## config.mk

```make
export PLATFORM = sky130hd
export DESIGN_NAME = ada_fetch_pc
export DESIGN_NICKNAME = d
export VERILOG_FILES = /design/src/rtl/ada_fetch_pc.sv
export SDC_FILE = /design/constraint.sdc
export NUM_CORES = 1
export LEC_CHECK = 0
export BUFFER_PORTS_ARGS = -buffer_cell sky130_fd_sc_hd__buf_2
export CAP_MARGIN = 20
export CORE_MARGIN = 2
export CORE_UTILIZATION = 54
export CTS_BUF_LIST = sky130_fd_sc_hd__clkbuf_4
export DETAILED_ROUTE_END_ITERATION = 6
export GPL_TIMING_DRIVEN = 0
export PLACE_DENSITY = 0.82
export SLEW_MARGIN = 10
export SYNTH_ARGS = -nofsm -noshare
export SYNTH_HDL_FRONTEND = slang
export SYNTH_SLANG_ARGS = --single-unit
```

## constraint.sdc

```tcl
create_clock -name clk -period 2.56 [get_ports clk]
set_input_delay 0 -clock clk [delete_from_list [all_inputs] [get_ports clk]]
set_output_delay 0 -clock clk [all_outputs]
set_load 0.005 [all_outputs]
```

## src/rtl/ada_fetch_pc.sv

```systemverilog
// ada_fetch_pc: instruction-fetch PC stage for the ADA processor.
// Holds the PC, requests instruction memory, buffers one word in a skid slot when
// decode stalls, and redirects on branch/exception (exception wins).
// Optional feature: define ADA_FETCH_ALIGN_CHECK_EN to add o_if_misaligned and
// report misaligned redirect targets instead of fetching them.
//
// state   | meaning
// --------+-----------------------------------------------------------------
// IDLE    | first cycle after reset release, no request
// FETCH   | request outstanding at pc_q
// HOLD    | output reg stalled, one word parked in skid, no request
// KILL    | redirected while a request was pending; wait ack, drop data
// PARK    | (align check only) misaligned target reported, no request
module ada_fetch_pc #(
   parameter logic [31:0] RESET_ADDR = 32'hBFC0_0000,
   parameter logic [31:0] PC_STEP    = 32'd4
) (
   input  logic        clk,
   input  logic        rst_n,
   input  logic        i_branch_taken,
   input  logic [31:0] i_branch_target,
   input  logic        i_exc_req,
   input  logic [31:0] i_exc_vector,
   input  logic        i_if_stall,
   output logic        o_imem_req,
   output logic [31:0] o_imem_addr,
   input  logic        i_imem_ack,
   input  logic [31:0] i_imem_rdata,
   output logic [31:0] o_add_a,
   output logic [31:0] o_add_b,
   input  logic [31:0] i_add_c,
   output logic        o_if_valid,
   output logic [31:0] o_if_instr,
   output logic [31:0] o_if_pc,
   output logic [31:0] o_if_pc_next
`ifdef ADA_FETCH_ALIGN_CHECK_EN
   ,
   output logic        o_if_misaligned
`endif
);

`ifdef ADA_FETCH_ALIGN_CHECK_EN
   typedef enum logic [2:0] {ST_IDLE, ST_FETCH, ST_HOLD, ST_KILL, ST_PARK} state_t;
`else
   typedef enum logic [1:0] {ST_IDLE, ST_FETCH, ST_HOLD, ST_KILL} state_t;
`endif

   state_t      r_state;
   logic [31:0] r_pc;
   logic [31:0] r_kill_addr;
   logic        r_valid;
   logic [31:0] r_instr;
   logic [31:0] r_pc_out;
   logic [31:0] r_pc_next_out;
   logic [31:0] r_skid_instr;
   logic [31:0] r_skid_pc;
   logic [31:0] r_skid_pc_next;

   logic        w_redirect;
   logic [31:0] w_target_raw;
   logic [31:0] w_target;
   logic        w_tgt_misal;
   logic        w_req;
   state_t      w_redir_dest;
   state_t      w_resume;

   assign w_redirect   = i_exc_req | i_branch_taken;
   assign w_target_raw = i_exc_req ? i_exc_vector : i_branch_target;
   assign w_req        = (r_state == ST_FETCH) || (r_state == ST_KILL);

`ifdef ADA_FETCH_ALIGN_CHECK_EN
   logic r_misal;
   assign w_target        = w_target_raw;
   assign w_tgt_misal     = |w_target_raw[1:0];
   assign w_redir_dest    = w_tgt_misal ? ST_PARK : ST_FETCH;
   assign w_resume        = r_misal ? ST_PARK : ST_FETCH;
   assign o_if_misaligned = r_misal;
`else
   // Without the checker the low target bits are simply dropped.
   logic w_unused_lsb;
   assign w_unused_lsb = ^w_target_raw[1:0];
   assign w_target     = {w_target_raw[31:2], 2'b00};
   assign w_tgt_misal  = 1'b0;
   assign w_redir_dest = ST_FETCH;
   assign w_resume     = ST_FETCH;
`endif

   // In KILL the bus still carries the abandoned address until it is acked.
   assign o_imem_req   = w_req;
   assign o_imem_addr  = (r_state == ST_KILL) ? r_kill_addr : r_pc;
   assign o_add_a      = r_pc;
   assign o_add_b      = PC_STEP;
   assign o_if_valid   = r_valid;
   assign o_if_instr   = r_instr;
   assign o_if_pc      = r_pc_out;
   assign o_if_pc_next = r_pc_next_out;

   // Fetch FSM: PC, request state, output register and skid slot.
   always_ff @(posedge clk or negedge rst_n) begin
      if (!rst_n) begin
         r_state        <= ST_IDLE;
         r_pc           <= RESET_ADDR;
         r_kill_addr    <= RESET_ADDR;
         r_valid        <= 1'b0;
         r_instr        <= 32'd0;
         r_pc_out       <= 32'd0;
         r_pc_next_out  <= 32'd0;
         r_skid_instr   <= 32'd0;
         r_skid_pc      <= 32'd0;
         r_skid_pc_next <= 32'd0;
`ifdef ADA_FETCH_ALIGN_CHECK_EN
         r_misal        <= 1'b0;
`endif
      end else if (w_redirect) begin
         r_pc    <= w_target;
         r_valid <= 1'b0;
`ifdef ADA_FETCH_ALIGN_CHECK_EN
         r_misal <= w_tgt_misal;
         if (w_tgt_misal) begin
            r_valid       <= 1'b1;
            r_instr       <= 32'd0;
            r_pc_out      <= w_target;
            r_pc_next_out <= w_target + PC_STEP;
         end
`endif
         // A request the memory has not yet acked must still complete.
         if (w_req && !i_imem_ack) begin
            r_state <= ST_KILL;
            if (r_state == ST_FETCH) r_kill_addr <= r_pc;
         end else begin
            r_state <= w_redir_dest;
         end
      end else begin
         case (r_state)
            ST_IDLE: r_state <= ST_FETCH;
            ST_FETCH: begin
               if (i_imem_ack) begin
                  r_pc <= i_add_c;
                  if (!r_valid || !i_if_stall) begin
                     r_valid       <= 1'b1;
                     r_instr       <= i_imem_rdata;
                     r_pc_out      <= r_pc;
                     r_pc_next_out <= i_add_c;
                  end else begin
                     r_skid_instr   <= i_imem_rdata;
                     r_skid_pc      <= r_pc;
                     r_skid_pc_next <= i_add_c;
                     r_state        <= ST_HOLD;
                  end
               end else if (!i_if_stall) begin
                  r_valid <= 1'b0;
               end
            end
            ST_HOLD: begin
               if (!i_if_stall) begin
                  r_instr       <= r_skid_instr;
                  r_pc_out      <= r_skid_pc;
                  r_pc_next_out <= r_skid_pc_next;
                  r_state       <= ST_FETCH;
               end
            end
            ST_KILL: begin
               if (i_imem_ack) r_state <= w_resume;
            end
            default: r_state <= r_state;
         endcase
      end
   end

endmodule
```

==> impl_metrics.env, run 1 <==
export IMPL_num_vias=8967
export IMPL_synth_edff_count=0
export IMPL_wl_per_cell_um=19.6
export IMPL_insertion_delay_ns=0.65
export IMPL_rsz0062_at_grt="yes"
export IMPL_ys_top_cells_by_count="mux2_2, dfrtp_1, mux2_1"
export IMPL_cts_sinks=259
export IMPL_drv_cap=0
export IMPL_firstDrtPassIters=4
export IMPL_multiInputGateArea_um2=4950
export IMPL_worstPathArrival_ns=3.07
export IMPL_status="complete, no violations"
export IMPL_syn_to_final_growth_pct=35.7
export IMPL_start_kind="primary input"
export IMPL_crit_fanout=10
export IMPL_power_mw=11.2
export IMPL_antenna_found_initial=3
export IMPL_grt_max_degree=112
export IMPL_dp_hpwl_mm=20.7
export IMPL_async_reset_ff_share_pct=100
export IMPL_setup_violations_final=0
export IMPL_initial_utilization_pct=54.8
export IMPL_yosysWarnings=0
export IMPL_die_w_um=152
export IMPL_grt_met2_usage_pct=46.9
export IMPL_max_vdd_ir_drop_uv=429
export IMPL_grt_pass1_wl_mm=51.7
export IMPL_die_height_um=152
export IMPL_hold_slack_ns=0.119
export IMPL_fin_skew_ns=0.0410
export IMPL_cts_root_buf="clkbuf_4"
export IMPL_yosysMostFrequentCell="mux2_2"
export IMPL_track_usage_pct=28.2
export IMPL_path_clk_slew_ns=0.06
export IMPL_viasPerCell=5.30
export IMPL_remaining_drc_errors=0
export IMPL_gp_congestion=0.803
export IMPL_hold_viol=0
export IMPL_grt_use_met3_pct=8.73
export IMPL_fillers=1393
export IMPL_required_ns=3.11
export IMPL_numCtsBuffers=70
export IMPL_port_buffer_count=291
export IMPL_worst_setup_path_type="primary input to flip-flop"
export IMPL_clockBufferDepth=3
export IMPL_yosysTopAreaCellShare_pct=50.8
export IMPL_grt_pass1_vias=9620
export IMPL_fp_coreArea_um2=21700
export IMPL_p_leak_nw=7.76
export IMPL_fmax_ghz=0.398
export IMPL_relSlewSlack_pct=49.9
export IMPL_synth_ff_type="dfrtp_1"
export IMPL_nets=1495
export IMPL_final_area_um2=16100
export IMPL_syn_cell_area_um2=11900
export IMPL_syn_avg_cell_area_um2=14.3
export IMPL_grt_busiest_layer="met2"
export IMPL_met1_usage_pct=34.8
export IMPL_rows=54
export IMPL_period_needed_ns=2.52
export IMPL_ys_seq_area_share_pct=54.7
export IMPL_layout_drive_gt1_share_pct=57.0
export IMPL_synth_seq_cells=259
export IMPL_final_antenna_net_count=0
export IMPL_yosysTopAreaCell="dfrtp_1"
export IMPL_drt_iter0_markers=403
export IMPL_power_density_nw_per_um2=696
export IMPL_io_pins=328
export IMPL_final_max_slew_violation_count=0
export IMPL_stdcell_count=1691
export IMPL_hold_class="primary input to flip-flop"
export IMPL_wirelength_mm=33.1
export IMPL_cts_tree="yes"
export IMPL_ff_latch_area_um2=6500
export IMPL_dpl_cell_area_um2=13900
export IMPL_period_share_pct=98.2
export IMPL_placed_cells=1433
export IMPL_final_core_util_pct=74.3
export IMPL_ys_types=30
export IMPL_overflow=0
export IMPL_end_kind="flip-flop"
export IMPL_die_area_um2=23200
export IMPL_postSynthCellCount=830
export IMPL_synthTopCellsByArea="dfrtp_1, mux2_2, mux2_1"
export IMPL_worstMarginPinSlew_ns=0.752
export IMPL_htreeDepth=3
worst paths after layout:
| kind | to | slack, ns | start | cells past startpoint |
|---|---|---|---|---|
| max | o_add_a[13]$_DFFE_PN0P_ | 0.04 | i_exc_req | 9 |
| min in group asynchronous | o_add_a[27]$_DFFE_PN1P_ | 0.49 | rst_n | 3 |
| max in group asynchronous | r_skid_pc[11]$_DFFE_PN0P_ | 1.45 | rst_n | 4 |
| min | r_skid_instr[19]$_DFFE_PN0P_ | 0.12 | i_imem_rdata[19] | 3 |
| min reg2reg | o_if_pc[23]$_DFFE_PN0P_ | 0.48 | o_if_pc[23]$_DFFE_PN0P_ | 1 |
| max reg2reg | o_add_a[13]$_DFFE_PN0P_ | 0.06 | r_state[0]$_DFFE_PN0P_ | 7 |
flip-flops by register name (all words and copies together), names as in the netlist:
register        cells
o_add_a            32
o_if_instr         32
o_if_pc            32
o_if_pc_next       32
o_if_valid          1
r_kill_addr        32
r_skid_instr       32
r_skid_pc          32
r_skid_pc_next     32
r_state             2
through the flow:
stage	TNS [ns]	setup WS [ns]
2_1_floorplan	0	0.541
3_3_place_gp	-785.32	-3.17
3_5_place_dp	0	0.113
4_1_cts	0	0.0172
5_1_grt	-0.0670	-0.0633
6_report	0	0.0449
cell usage in the layout, fill, tap and decap left out, drive strengths merged, types with 2 or more instances in the layout:
cell type      n
a211oi         6
a21oi         28
a31oi          6
buf          355
clkbuf       127
clkinv        13
conb          32
dfrtp        241
dfstp         18
diode          3
dlygate4sd3  135
inv            5
mux2         352
mux2i         25
nand2         18
nand2b         2
nor2b          7
nor3           2
o22ai         24
or2            2
or3b           2
kinds of logic (layout without fill, tap and decap cells):
family / count (synthesis) / in the layout / share of synthesized area (%)
mux: 377 / 377 / 35.5
flops: 259 / 259 / 54.7
buf+inv: 88 / 636 / 4.59
compound gates: 68 / 68 / 3.55
simple gates: 36 / 36 / 1.59
other cells: 2 / 35 / 0.0632
cell type report:
class	count	share of cell area (%)
flip-flops and latches	259	40.3
multi-input cells	513	30.7
repair buffers	429	17.9
clock buffers	102	4.75
plain buffers	86	3.42
well taps	280	2.17
clock inverters	17	0.574
inverters	2	0.0466
diodes	3	0.0466
routing by layer:
metal,vias up,wire length (um),share of wire (%)
met4,2,853,2.6
li1,4046,-,-
met3,70,2440,7.3
met2,372,16400,50
met1,4477,13400,41
met5,-,12,0.036
worst max-delay path, stage by stage:
cell           delay (ns)
dlygate4sd3_1        0.55
buf_2                0.19
nand2b_1             0.12
clkbuf_1             0.37
clkbuf_2             0.36
o22ai_1              0.13
dlygate4sd3_1        0.59
a21oi_1              0.16
dlygate4sd3_1        0.59
power by group:
group | total [mW] | switching (mW) | internal [mW] | leakage (nW)
sequential | 5.26 | 0.417 | 4.84 | 3.22
combinational | 2.35 | 0.987 | 1.37 | 4.02
clock | 3.61 | 1.69 | 1.92 | 0.521
total | 11.2 | 3.09 | 8.13 | 7.76
timing repair:
action / CTS / global route
hold endpoints to repair: 414 / 0
hold buffers: 136 / 0
resized for setup: 0 / 15
endpoints found under the setup margin: 0 / 74
buffers inserted: 0 / 0
Power figures use the tool's default switching activity.
==> run 2, diff against run 1 <==
--- a/config.mk
+++ b/config.mk
@@ -12,7 +12,7 @@
 export CTS_BUF_LIST = sky130_fd_sc_hd__clkbuf_4
 export DETAILED_ROUTE_END_ITERATION = 6
 export GPL_TIMING_DRIVEN = 0
-export PLACE_DENSITY = 0.82
+export PLACE_DENSITY = 0.8
 export SLEW_MARGIN = 10
 export SYNTH_ARGS = -nofsm -noshare
 export SYNTH_HDL_FRONTEND = slang
==> run 2 against run 1 <==
Net effect: global-route usage rose by 0.50 points; power up 1.5%; utilization barely moved; final cell count fell by 0.30%; largest power group unchanged; hold slack gained 0.0081 ns; critical endpoint is now o_imem_addr[21]; via count grew 0.22%; fmax up 2.3%.
==> impl_metrics.env, run 2 (synthesis gave the netlist of run 1 again) <==
export IMPL_die_area_um2=23200
export IMPL_cts_root_buf="clkbuf_4"
export IMPL_tns_ns=0
export IMPL_nets=1491
export IMPL_overflow=0
export IMPL_gp_congestion=0.784
export IMPL_remaining_drc_errors=0
export IMPL_worstMarginPinSlew_ns=0.754
export IMPL_worstPathArrival_ns=2.46
export IMPL_hold_class="primary input to flip-flop"
export IMPL_dp_hpwl_mm=21.0
export IMPL_track_usage_pct=28.7
export IMPL_met1_length_mm=13.2
export IMPL_end_kind="primary output"
export IMPL_io_pins=328
export IMPL_fp_coreArea_um2=21700
export IMPL_p_leak_nw=7.76
export IMPL_die_w_um=152
export IMPL_mostFrequentLayoutCells="mux2_2, buf_2, dfrtp_1, dlygate4sd3_1, clkbuf_4"
export IMPL_grt_max_degree=113
export IMPL_syn_to_final_growth_pct=35.8
export IMPL_clockBufferDepth=3
export IMPL_antenna_found_initial=2
export IMPL_status="complete, no violations"
export IMPL_port_buffer_count=291
export IMPL_num_vias=8987
export IMPL_max_vdd_ir_drop_uv=471
export IMPL_viasPerCell=5.33
export IMPL_drv_cap=0
export IMPL_start_kind="flip-flop"
export IMPL_grt_pass1_vias=9873
export IMPL_relSlewSlack_pct=49.8
export IMPL_hold_viol=0
export IMPL_final_max_slew_violation_count=0
export IMPL_setup_violations_final=0
export IMPL_layout_commonest_cell="mux2_2"
export IMPL_htreeDepth=3
export IMPL_firstDrtPassIters=4
export IMPL_required_ns=2.56
export IMPL_cts_tree="yes"
export IMPL_wl_per_cell_um=19.8
export IMPL_fmax_ghz=0.407
export IMPL_fillers=1412
export IMPL_crit_fanout=10
export IMPL_numCtsBuffers=70
export IMPL_path_clk_slew_ns=0.07
export IMPL_wirelength_mm=33.4
export IMPL_final_antenna_net_count=0
export IMPL_drt_iter0_markers=350
export IMPL_insertion_delay_ns=0.67
export IMPL_postCtsSetupBuffers=0
export IMPL_die_height_um=152
export IMPL_met3_length_mm=2.37
export IMPL_worst_setup_path_type="flip-flop to primary output"
export IMPL_grt_pass1_wl_mm=52.6
export IMPL_period_share_pct=96.1
export IMPL_rows=54
export IMPL_period_needed_ns=2.46
export IMPL_initial_utilization_pct=54.8
export IMPL_fin_ws_ns=0.100
export IMPL_met2WireLength_mm=16.8
export IMPL_power_density_nw_per_um2=706
export IMPL_dr_max_layer_used="met4"
export IMPL_place_ws_ns=0.0812
export IMPL_cts_sinks=259
export IMPL_fin_skew_ns=0.0399
export IMPL_layout_drive_gt1_share_pct=57.2
export IMPL_rsz0062_at_grt="no"
## run 2: per-stage QoR
| stage | hold slack, ns | instance area (um2) | total power, mW | cells | utilization [%] |
|---|---|---|---|---|---|
| 4_1_cts | 0.0713 | 16100 | 11.4 | 1684 | 74.3 |
| 5_1_grt | 0.107 | 16100 | 12.0 | 1685 | 74.4 |
| 3_5_place_dp | -0.0362 | 13900 | 7.45 | 1433 | 63.9 |
| 3_3_place_gp | 0.246 | 13800 | 7.34 | 1431 | 63.6 |
| 6_report | 0.127 | 16100 | 11.4 | 1686 | 74.4 |
| 2_1_floorplan | -0.296 | 12000 | 6.30 | 860 | - |
## run 2: final cells by class
cell class	instances	area, um2	share of cell area, %
Inverter	2	7.51	0.0465
Buffer	85	547	3.39
Sequential cell	259	6500	40.3
Multi-Input combinational cell	513	4950	30.7
Antenna cell	3	7.51	0.0465
Clock buffer	106	796	4.93
Timing Repair Buffer	426	2870	17.8
Tap cell	280	350	2.17
Clock inverter	12	97.6	0.605
## run 2: report_power, final
group | switching, mW | internal (mW) | total [mW]
clock network | 1.68 | 2.07 | 3.76
registers | 0.422 | 4.84 | 5.26
logic | 1.00 | 1.37 | 2.37
total | 3.11 | 8.28 | 11.4
## run 2: worst paths after layout
path	from	to	slack (ns)	depth (start not counted)
min in group asynchronous	rst_n	o_add_a[27]$_DFFE_PN1P_	0.50	3
max	r_state[0]$_DFFE_PN0P_	o_imem_addr[21]	0.10	5
min reg2reg	o_if_pc[26]$_DFFE_PN0P_	o_if_pc[26]$_DFFE_PN0P_	0.48	1
max in group asynchronous	rst_n	o_if_pc_next[3]$_DFFE_PN0P_	1.43	4
min	i_imem_rdata[22]	r_skid_instr[22]$_DFFE_PN0P_	0.13	3
max reg2reg	r_state[0]$_DFFE_PN0P_	o_if_instr[30]$_DFFE_PN0P_	0.18	7
## run 2: repair_timing
item                                   in CTS  in global routing
gates resized for setup                     0                 14
setup endpoints to repair                   0                 39
hold buffers                              133                  0
endpoints found under the hold margin     413                  0
## run 2: routing by layer
metal	vias to the layer above	track usage [%]
met1	4499	34.5
met5	-	0
met2	385	49.3
met3	69	7.31
li1	4034	-
met4	0	12.2
## run 2: critical path, cell delays in order (launching register included)
cell and delay (ns):
dfrtp_1 0.36, buf_2 0.17, nand2_1 0.21, buf_1 0.53, mux2_2 0.41, buf_2 0.14
